### src/rtl/layer_map_generator_pkg.sv
`default_nettype none
// ============================================================================
// Module      : layer_map_generator_pkg
// Description : Shared definitions for the layer map generator: map width,
//               state encodings, LFSR tap mask and the path-walk helper.
// Revision    : 1.0 - initial release
// ============================================================================
package layer_map_generator_pkg;

    localparam int          MAP_COLS  = 7;
    localparam logic [2:0]  COL_LAST  = 3'd6;

    // Fibonacci taps x^16 + x^14 + x^13 + x^11 + 1 -> state bits 15,13,12,10
    localparam logic [15:0] LFSR_TAPS = 16'hB400;

    typedef enum logic [2:0] {
        ST_IDLE = 3'd0,
        ST_GEN  = 3'd1,
        ST_LOAD = 3'd2,
        ST_GAP  = 3'd3,
        ST_DONE = 3'd4
    } state_t;

    // Next path column: bounce off the edges, otherwise step in the
    // direction chosen by one random bit.
    function automatic logic [2:0] next_path(input logic [2:0] p, input logic dir);
        if (p == 3'd0) begin
            return 3'd1;
        end else if (p == COL_LAST) begin
            return COL_LAST - 3'd1;
        end else begin
            return dir ? (p + 3'd1) : (p - 3'd1);
        end
    endfunction

endpackage
`default_nettype wire

### src/rtl/layer_map_generator_lfsr16.sv
`default_nettype none
// ============================================================================
// Module      : lfsr16
// Description : Free-running 16-bit Fibonacci LFSR, shifts toward the MSB and
//               feeds the parity of the tapped bits into bit 0.
// Ports       : clk   - system clock
//               rst   - asynchronous active-low reset (loads SEED)
//               state - current LFSR value
// Revision    : 1.0 - initial release
// ============================================================================
module lfsr16
    import layer_map_generator_pkg::*;
#(
    parameter logic [15:0] SEED = 16'hACE1
) (
    input  logic        clk,
    input  logic        rst,
    output logic [15:0] state
);

    always_ff @(posedge clk or negedge rst) begin
        if (!rst) begin
            state <= SEED;
        end else begin
            state <= {state[14:0], ^(state & LFSR_TAPS)};
        end
    end

endmodule
`default_nettype wire

### src/rtl/layer_map_generator.sv
`default_nettype none
// ============================================================================
// Module      : layer_map_generator
// Description : Procedural source of block-field rows. Each request emits one
//               or more 7-column layers, each with a one-cycle load strobe,
//               and finishes with a one-cycle map_ready pulse. Every layer
//               holds a path block adjacent to the previous path block.
// Ports       : clk          - system clock
//               rst          - asynchronous active-low reset
//               generate_map - request pulse, honoured only when idle
//               layer_map    - block present per column, index 0 = leftmost
//               block_type   - 1 = fragile block (never set without a block)
//               load_layer   - strobe, layer_map/block_type valid with it
//               map_ready    - pulse on the cycle after the last strobe
//               busy         - high whenever a request is in progress
// Revision    : 1.0 - initial release
// ============================================================================
module layer_map_generator
    import layer_map_generator_pkg::*;
#(
    parameter logic [15:0] SEED        = 16'hACE1,
    parameter int          INIT_LAYERS = 8,
    parameter int          START_COL   = 3,
    parameter int          DENSITY     = 1,
    parameter int          GAP_CYCLES  = 4
) (
    input  logic                  clk,
    input  logic                  rst,
    input  logic                  generate_map,
    output logic [0:MAP_COLS-1]   layer_map,
    output logic [0:MAP_COLS-1]   block_type,
    output logic                  load_layer,
    output logic                  map_ready,
    output logic                  busy
);

    localparam int         CNT_W      = $clog2(INIT_LAYERS + 1);
    localparam int         GAP_W      = $clog2(GAP_CYCLES + 1);
    localparam logic [2:0] DENSITY_3B = 3'(DENSITY);

    state_t                state;
    logic [CNT_W-1:0]      cnt;
    logic [GAP_W-1:0]      gap_cnt;
    logic [2:0]            path;
    logic                  first_done;
    logic [15:0]           lfsr;

    logic                  start_layer;
    logic [2:0]            next_col;
    logic [0:MAP_COLS-1]   next_map;
    logic [0:MAP_COLS-1]   next_type;
    logic [1:0]            field;

    lfsr16 #(
        .SEED (SEED)
    ) u_lfsr (
        .clk   (clk),
        .rst   (rst),
        .state (lfsr)
    );

    // Only the opening layer of the initial fill still has the full count
    // loaded before first_done is set; that layer is the fixed start row.
    assign start_layer = !first_done && (cnt == CNT_W'(INIT_LAYERS));

    always_comb begin
        next_col  = path;
        next_map  = '0;
        next_type = '0;
        field     = '0;
        if (start_layer) begin
            next_map[START_COL] = 1'b1;
        end else begin
            next_col = next_path(path, lfsr[0]);
            for (int c = 0; c < MAP_COLS; c++) begin
                field = {lfsr[2*c+2], lfsr[2*c+1]};
                if (3'(c) == next_col) begin
                    next_map[c] = 1'b1;
                end else begin
                    next_map[c]  = ({1'b0, field} < DENSITY_3B);
                    next_type[c] = next_map[c] & lfsr[c+9];
                end
            end
        end
    end

    always_ff @(posedge clk or negedge rst) begin
        if (!rst) begin
            state      <= ST_IDLE;
            cnt        <= '0;
            gap_cnt    <= '0;
            path       <= 3'(START_COL);
            first_done <= 1'b0;
            layer_map  <= '0;
            block_type <= '0;
            load_layer <= 1'b0;
            map_ready  <= 1'b0;
            busy       <= 1'b0;
        end else begin
            unique case (state)
                ST_IDLE: begin
                    if (generate_map) begin
                        cnt   <= first_done ? CNT_W'(1) : CNT_W'(INIT_LAYERS);
                        busy  <= 1'b1;
                        state <= ST_GEN;
                    end
                end
                ST_GEN: begin
                    // Outputs update together with the strobe and then hold.
                    layer_map  <= next_map;
                    block_type <= next_type;
                    path       <= next_col;
                    load_layer <= 1'b1;
                    state      <= ST_LOAD;
                end
                ST_LOAD: begin
                    load_layer <= 1'b0;
                    cnt        <= cnt - CNT_W'(1);
                    if (cnt == CNT_W'(1)) begin
                        map_ready <= 1'b1;
                        state     <= ST_DONE;
                    end else begin
                        gap_cnt <= GAP_W'(GAP_CYCLES - 1);
                        state   <= ST_GAP;
                    end
                end
                ST_GAP: begin
                    if (gap_cnt == '0) begin
                        state <= ST_GEN;
                    end else begin
                        gap_cnt <= gap_cnt - GAP_W'(1);
                    end
                end
                ST_DONE: begin
                    map_ready  <= 1'b0;
                    first_done <= 1'b1;
                    busy       <= 1'b0;
                    state      <= ST_IDLE;
                end
                default: begin
                    state <= ST_IDLE;
                end
            endcase
        end
    end

endmodule
`default_nettype wire

### config.mk
export PLATFORM = sky130hd
export DESIGN_NAME = layer_map_generator
export DESIGN_NICKNAME = d
export VERILOG_FILES = /design/src/rtl/layer_map_generator_pkg.sv /design/src/rtl/layer_map_generator_lfsr16.sv /design/src/rtl/layer_map_generator.sv
export SDC_FILE = /design/constraint.sdc
export NUM_CORES = 1
export LEC_CHECK = 0
export BUFFER_PORTS_ARGS = -buffer_cell sky130_fd_sc_hd__buf_2
export CAP_MARGIN = 20
export CORE_AREA = 8 8 87 89
export CTS_CLUSTER_DIAMETER = 200
export DETAILED_ROUTE_END_ITERATION = 12
export DIE_AREA = 0 0 95 97
export HOLD_SLACK_MARGIN = 0.08
export PLACE_DENSITY_LB_ADDON = 0.08
export SLEW_MARGIN = 20
export SYNTH_ARGS = -nofsm -noshare
export SYNTH_HDL_FRONTEND = slang
export SYNTH_SLANG_ARGS = --single-unit
### constraint.sdc
create_clock -name clk -period 2.59 [get_ports clk]
set_input_delay 0.1295 -clock clk [delete_from_list [all_inputs] [get_ports clk]]
set_output_delay 0.1295 -clock clk [all_outputs]
set_load 0.005 [all_outputs]
==> results.cfg, run 1 <==
[yosys]
synth_top_area_cell = dfrtp_1
synthMuxAreaShare_pct = 1.50
synth_top_family_by_area = simple AND/OR/NAND/NOR gates
async_flop_share_pct = 100
ys_top_cells_by_area = dfrtp_1, dfstp_2, o21ai_0
synth_area_sq_um = 2090
yosys.area.top_type_share_pct = 44.3
ys_ff_latch = 47
synth_cell_types = 42
yosysWarnings = 0
seq_area_frac_synth_pct = 56.8
synth_edf_count = 0
synth_commonest_cells = dfrtp_1, nor2_1, o21ai_0
synthFlopType = dfrtp_1
avgSynthCellArea_sq_um = 10.8
synth_adder_area_share_pct = 3.35
synth_xor_area_share_pct = 3.77
syn-instance-count = 194
synth.net_count = 202
yosysMostFrequentCell = dfrtp_1
synth-compound-area-share_pct = 14.4
yosys.area_share.simple_pct = 16.6

[status]
outcome = completed

[floorplan]
ios = 20
fp-row-count = 29
dieHeight_um = 97
die_w_um = 95
dieArea_sq_um = 9220
start_util_pct = 33.7
core_area_sq_um = 6200

[routing]
totalWireLength_um = 4630
vias_per_cell = 5.15
drt-wirelength-per-cell_um = 15.8
ant_nets = 0
drt-initial-drc-count = 92
firstDrtPassIters = 4
drc = 0
vias = 1508

[worst_hold_path]
hold_end = state[0]$_DFFE_PN0P_
min_from = generate_map
hold_path_depth = 3
hold_path.class = input port to register

[clock_network]
cts_resized = 0
cts_root_buf = clkbuf_8
cts_buffers = 5
insertion_delay_ns = 0.30
cts_tree = done
cts.path.max_buffers = 2
cts_sinks = 47
clkTransAtPathRegs_ns = 0.09
cts_max_level = 2

[layout]
insertedDiodeCount = 0
areaGrowthSynthToFinish_pct = 13.1
drive_gt1_share_pct = 23.6
utilization_pct = 38.1
fillers = 622
nets = 223
design_area_sq_um = 2370

[critical_path]
crit_buf_inv = 1
ff2ff_path_depth = 6
slowest_delay_ns = 0.57
path_class = register to register
endpoint_kind = register
rrSetupSlack_ns = 0.42
path_delay_family = XOR/XNOR gates
cp_max_fo = 5
r2r_end = block_type[6]$_DFFE_PN0P_
required_ns = 2.78
r2r_start = u_lfsr.state[0]$_DFF_PN1_
crit_slowest_cell = dfstp_2
arrival_ns = 2.36
startpoint_type = register
path_cells = inv_1 > fa_1 > xor2_1 > xnor2_1 > nand3_1 > a32o_1

[timing]
timing.final.hold_violations = 0
setup_viol = 0
setup_tns_ns = 0
fin_crit_sh_pct = 83.8
fin_ws_ns = 0.420
slew_viol_final = 0
fin_crit_ns = 2.17
fmax_mhz = 461
slew_headroom_pct = 61.6
worst_pin_slew_ns = 0.577
fin_skew_ns = 0.00876
rsz0062_at_grt = no

[power]
powerDensity_nw_per_um2 = 982
vdd_drop_max_v = 0.000319
p_leak_uw = 0.00101

[place]
numPortBuffers = 19
dp_hpwl_um = 3210
dp_slack_ns = 0.465
gp_congestion = 0.831
dpl_cell_area_sq_um = 2260

[global_route]
grt_pass1_wl_um = 7840
grt_start_max_net_pins = 46
antenna_found_initial = 0
grt_pass1_vias = 1491
grt_overflow = 0
grt.total_usage_pct = 10.9

[job]
maxCapViolCount = 0
## worst reg2reg max path, cell delays in order, from the launching register on
cell     delay [ns]
dfstp_2        0.57
inv_1          0.06
fa_1           0.41
xor2_1         0.37
xnor2_1        0.20
nand3_1        0.15
a32o_1         0.28
## cell type report
class / instances / area (sq um) / area share [%]
sequential: 47 / 1190 / 50.2
clock inverter: 3 / 20.0 / 0.846
timing repair buffer: 22 / 123 / 5.18
multi-input combinational: 128 / 828 / 35.0
inverter: 11 / 41.3 / 1.75
clock buffer: 5 / 68.8 / 2.91
tap: 77 / 96.3 / 4.07
## flip-flops by register name, summed over array words and instances (netlist names)
| register | cells |
|---|---|
| state | 3 |
| busy | 1 |
| block_type | 7 |
| cnt | 4 |
| path | 3 |
| gap_cnt | 3 |
| layer_map | 7 |
| u_lfsr.state | 16 |
| map_ready | 1 |
| first_done | 1 |
| load_layer | 1 |
## cells in the final DEF, fill, tap and decap left out, types with 4 or more instances in the layout
cell / count
dfrtp_1: 37
buf_2: 18
nor2_1: 17
o21ai_0: 17
nand2_1: 14
inv_1: 11
dfstp_2: 10
a21oi_1: 9
xnor2_1: 6
nand3_1: 6
a31oi_1: 6
or2_2: 5
clkbuf_8: 5
a32o_1: 4
ha_1: 4
## per-stage QoR
| stage | power, uW | hold slack (ns) | std cells |
|---|---|---|---|
| final | 2320 | 0.106 | 293 |
| after global routing | 2520 | 0.108 | 293 |
| after CTS | 2350 | 0.0953 | 293 |
| after detailed placement | 1900 | 0.357 | 284 |
| after global placement | 1870 | 0.348 | 284 |
| after floorplan | 1670 | -0.166 | 194 |
## cell families (layout without fill, tap and decap cells)
| group | count (synthesis) | count (layout) |
|---|---|---|
| AOI/OAI and AO/OA | 47 | 47 |
| xor gates and xnor gates | 9 | 9 |
| adders and majority gates | 5 | 5 |
| buffers and inverters | 19 | 41 |
| DFF | 47 | 47 |
| muxes | 3 | 3 |
| and+or+nand+nor | 64 | 64 |
## layer usage
| metal | global-route usage, % | vias to the layer above | share of wire [%] | wire length [um] |
|---|---|---|---|---|
| met4 | 4.45 | 0 | 1.8 | 82 |
| met2 | 15.9 | 33 | 45 | 2090 |
| met5 | 0 | - | 0 | 0 |
| met3 | 3.63 | 9 | 5.1 | 237 |
| met1 | 14.3 | 749 | 48 | 2220 |
| li1 | - | 717 | - | - |
## where the power goes
part	total (uW)	leakage (uW)	internal [uW]	switching, uW
sequential	1040	0.000546	857	187
clock	447	0.0000402	188	258
combinational	832	0.000428	348	484
## timing repair
item / 4_1_cts / 5_1_grt
setup buffers: 0 / 0
hold endpoints to repair: 37 / 0
hold buffers: 1 / 0
## worst max-delay path by stage
| stage | startpoint | end | slack (ns) | depth (start not counted) |
|---|---|---|---|---|
| finish | u_lfsr.state[0]$_DFF_PN1_ | block_type[6]$_DFFE_PN0P_ | 0.42 | 6 |
| global route | u_lfsr.state[0]$_DFF_PN1_ | block_type[6]$_DFFE_PN0P_ | 0.31 | 6 |
| CTS | u_lfsr.state[0]$_DFF_PN1_ | layer_map[3]$_DFFE_PN0P_ | 0.44 | 6 |
| detailed placement | u_lfsr.state[0]$_DFF_PN1_ | layer_map[3]$_DFFE_PN0P_ | 0.46 | 6 |
| global placement | u_lfsr.state[0]$_DFF_PN1_ | layer_map[3]$_DFFE_PN0P_ | 0.51 | 6 |
| floorplan | u_lfsr.state[0]$_DFF_PN1_ | layer_map[3]$_DFFE_PN0P_ | 0.59 | 6 |
Note: power is estimated with default switching activity, not from simulation.
==> run 2, diff against run 1 <==
- ABC_AREA: unset -> 1
- CORE_AREA: 8 8 87 89 -> 8 8 86 88
- DIE_AREA: 0 0 95 97 -> 0 0 94 96
- clock period: 2.59 -> 1.9 ns (I/O delays scaled with it)
==> results.cfg, run 2 <==
[power]
powerDensity_nw_per_um2 = 1480
p_leak_uw = 0.00118
vdd_drop_max_v = 0.000755
clock_power_share_pct = 16.7
pwr-share-comb_pct = 43.2
p_sw_uw = 1410
p_int_uw = 2090
swShare_pct = 40.3
seq_power_share_pct = 40.1
total_power_uw = 3510

[yosys]
yosysWarnings = 0
synthFlopType = dfrtp_1
syn-instance-count = 214
yosys.area_share.simple_pct = 25.5
yosys.area.top_type_share_pct = 45.1
seq_area_frac_synth_pct = 57.9
synthMuxAreaShare_pct = 0
synth_xor_area_share_pct = 2.56
async_flop_share_pct = 100
synth_adder_area_share_pct = 3.41
synth.net_count = 222
synth_cell_types = 30
ys_top_cells_by_area = dfrtp_1, dfstp_2, nand2_1
synth_edf_count = 0
ys_ff_latch = 47
synth_top_family_by_area = simple AND/OR/NAND/NOR gates
yosysMostFrequentCell = nand2_1
synth_commonest_cells = nand2_1, dfrtp_1, inv_1
synth-compound-area-share_pct = 4.88
synth_area_sq_um = 2050
synth_top_area_cell = dfrtp_1
avgSynthCellArea_sq_um = 9.59

[floorplan]
dieHeight_um = 96
dieArea_sq_um = 9020
fp-row-count = 29
start_util_pct = 33.7
ios = 20
die_w_um = 94
core_area_sq_um = 6100

[critical_path]
rrSetupSlack_ns = 0.13
cp_max_fo = 4
startpoint_type = register
ff2ff_path_depth = 9
arrival_ns = 1.96
crit_start = u_lfsr.state[0]$_DFF_PN1_
r2r_start = u_lfsr.state[0]$_DFF_PN1_
r2r_end = layer_map[5]$_DFFE_PN0P_
endpoint_kind = register
required_ns = 2.08
endpoint = layer_map[5]$_DFFE_PN0P_
path_class = register to register

[layout]
nets = 253
final_common_cell = nand2_1
largest-register = u_lfsr.state
insertedDiodeCount = 0
drive_gt1_share_pct = 24.0
fin_cells = 323
top_regs = u_lfsr.state x16, block_type x7, layer_map x7
largest_reg_flops = 16
layout_common_cells = nand2_1, dfrtp_1, inv_1, nor2_1
areaGrowthSynthToFinish_pct = 15.4
fillers = 630

[clock_network]
cts_root_buf = clkbuf_8
cts_tree = done
cts.path.max_buffers = 2
cts_sinks = 47
cts_buffers = 5
insertion_delay_ns = 0.30
cts_max_level = 2
clkTransAtPathRegs_ns = 0.08

[routing]
drt-initial-drc-count = 56
totalWireLength_um = 4250
vias = 1441
drc = 0
drt-wirelength-per-cell_um = 13.2
vias_per_cell = 4.46
ant_nets = 0
firstDrtPassIters = 4

[timing]
fin_crit_sh_pct = 93.3
setup_tns_ns = 0
whs_ns = 0.367
fmax_mhz = 564
slew_viol_final = 0
setup_viol = 0
worst_pin_slew_ns = 0.594
fin_crit_ns = 1.77
rsz0062_at_grt = yes
fin_skew_ns = 0.00760
slew_headroom_pct = 60.4
fin_ws_ns = 0.127
timing.final.hold_violations = 0

[place]
numPortBuffers = 19
gp_congestion = 0.834
dp_hpwl_um = 3060
dp.cells = 311
dp_slack_ns = 0.130

[status]
outcome = completed

[global_route]
grt_overflow = 0
grt_pass1_vias = 1519
grt_pass1_wl_um = 7440
antenna_found_initial = 0
grt_start_max_net_pins = 48
grt.total_usage_pct = 10.6

[job]
maxCapViolCount = 0

[worst_hold_path]
hold_path.class = register to register
-- run 2: power by group through the flow --
stage | clock (uW) | combinational [uW] | sequential [uW]
finish | 586 | 1520 | 1400
global route | 659 | 1760 | 1440
floorplan | 0 | 1100 | 1410
detailed placement | 0 | 1480 | 1420
CTS | 618 | 1480 | 1410
global placement | 0 | 1480 | 1430
-- run 2: timing repair --
action / CTS / global route
hold endpoints to repair: 38 / 0
gates resized for setup: 0 / 4
hold buffers: 2 / 0
setup buffers: 0 / 2
endpoints found under the setup margin: 0 / 6
-- run 2: through the flow --
stage | instance area (sq um) | utilization (%)
2_1_floorplan | 2050 | -
3_3_place_gp | 2250 | 36.8
3_5_place_dp | 2250 | 36.8
4_1_cts | 2350 | 38.5
5_1_grt | 2370 | 38.9
6_report | 2370 | 38.9
-- run 2: routing by layer --
metal	GRT usage [%]	routed length (um)	vias to the layer above
met4	3.17	43	0
met1	13.3	2020	682
li1	-	-	740
met5	0	0	-
met3	2.81	145	5
met2	17.6	2040	14
-- run 2: final cells by class --
type | count | area, sq um | area share, %
Clock inverter | 1 | 5.00 | 0.211
Sequential cell | 47 | 1190 | 50.2
Tap cell | 77 | 96.3 | 4.07
Clock buffer | 7 | 76.3 | 3.22
Multi-Input combinational cell | 140 | 752 | 31.7
Inverter | 24 | 90.1 | 3.80
Timing Repair Buffer | 27 | 160 | 6.76
-- run 2: how the worst min path moves through the flow --
stage / from / to / slack [ns] / cells after the start
6_report: u_lfsr.state[5]$_DFF_PN1_ / u_lfsr.state[6]$_DFF_PN1_ / 0.37 / 0
4_1_cts: u_lfsr.state[5]$_DFF_PN1_ / u_lfsr.state[6]$_DFF_PN1_ / 0.37 / 0
2_1_floorplan: rst / block_type[0]$_DFFE_PN0P_ / -0.20 / 0
5_1_grt: u_lfsr.state[5]$_DFF_PN1_ / u_lfsr.state[6]$_DFF_PN1_ / 0.37 / 0
3_5_place_dp: rst / cnt[2]$_DFFE_PN0P_ / 0.24 / 2
3_3_place_gp: rst / cnt[2]$_DFFE_PN0P_ / 0.24 / 2
-- run 2: worst max-delay path, cell delays in order (launching register included) --
cell and delay (ns):
dfstp_2 0.54, inv_1 0.06, fa_1 0.37, inv_1 0.06
nand2_1 0.06, nand3_1 0.12, nand3_2 0.13, buf_4 0.15
nand3_1 0.09, nand3_1 0.07
-- run 2: cell families after synthesis --
kind of cell             count (synthesis)
flip-flops                              47
XOR/XNOR                                 6
buffers and inverters                   27
adder cells (fa/ha/maj)                  5
AND/OR/NAND/NOR                        112
AO/OA/AOI/OAI                           17
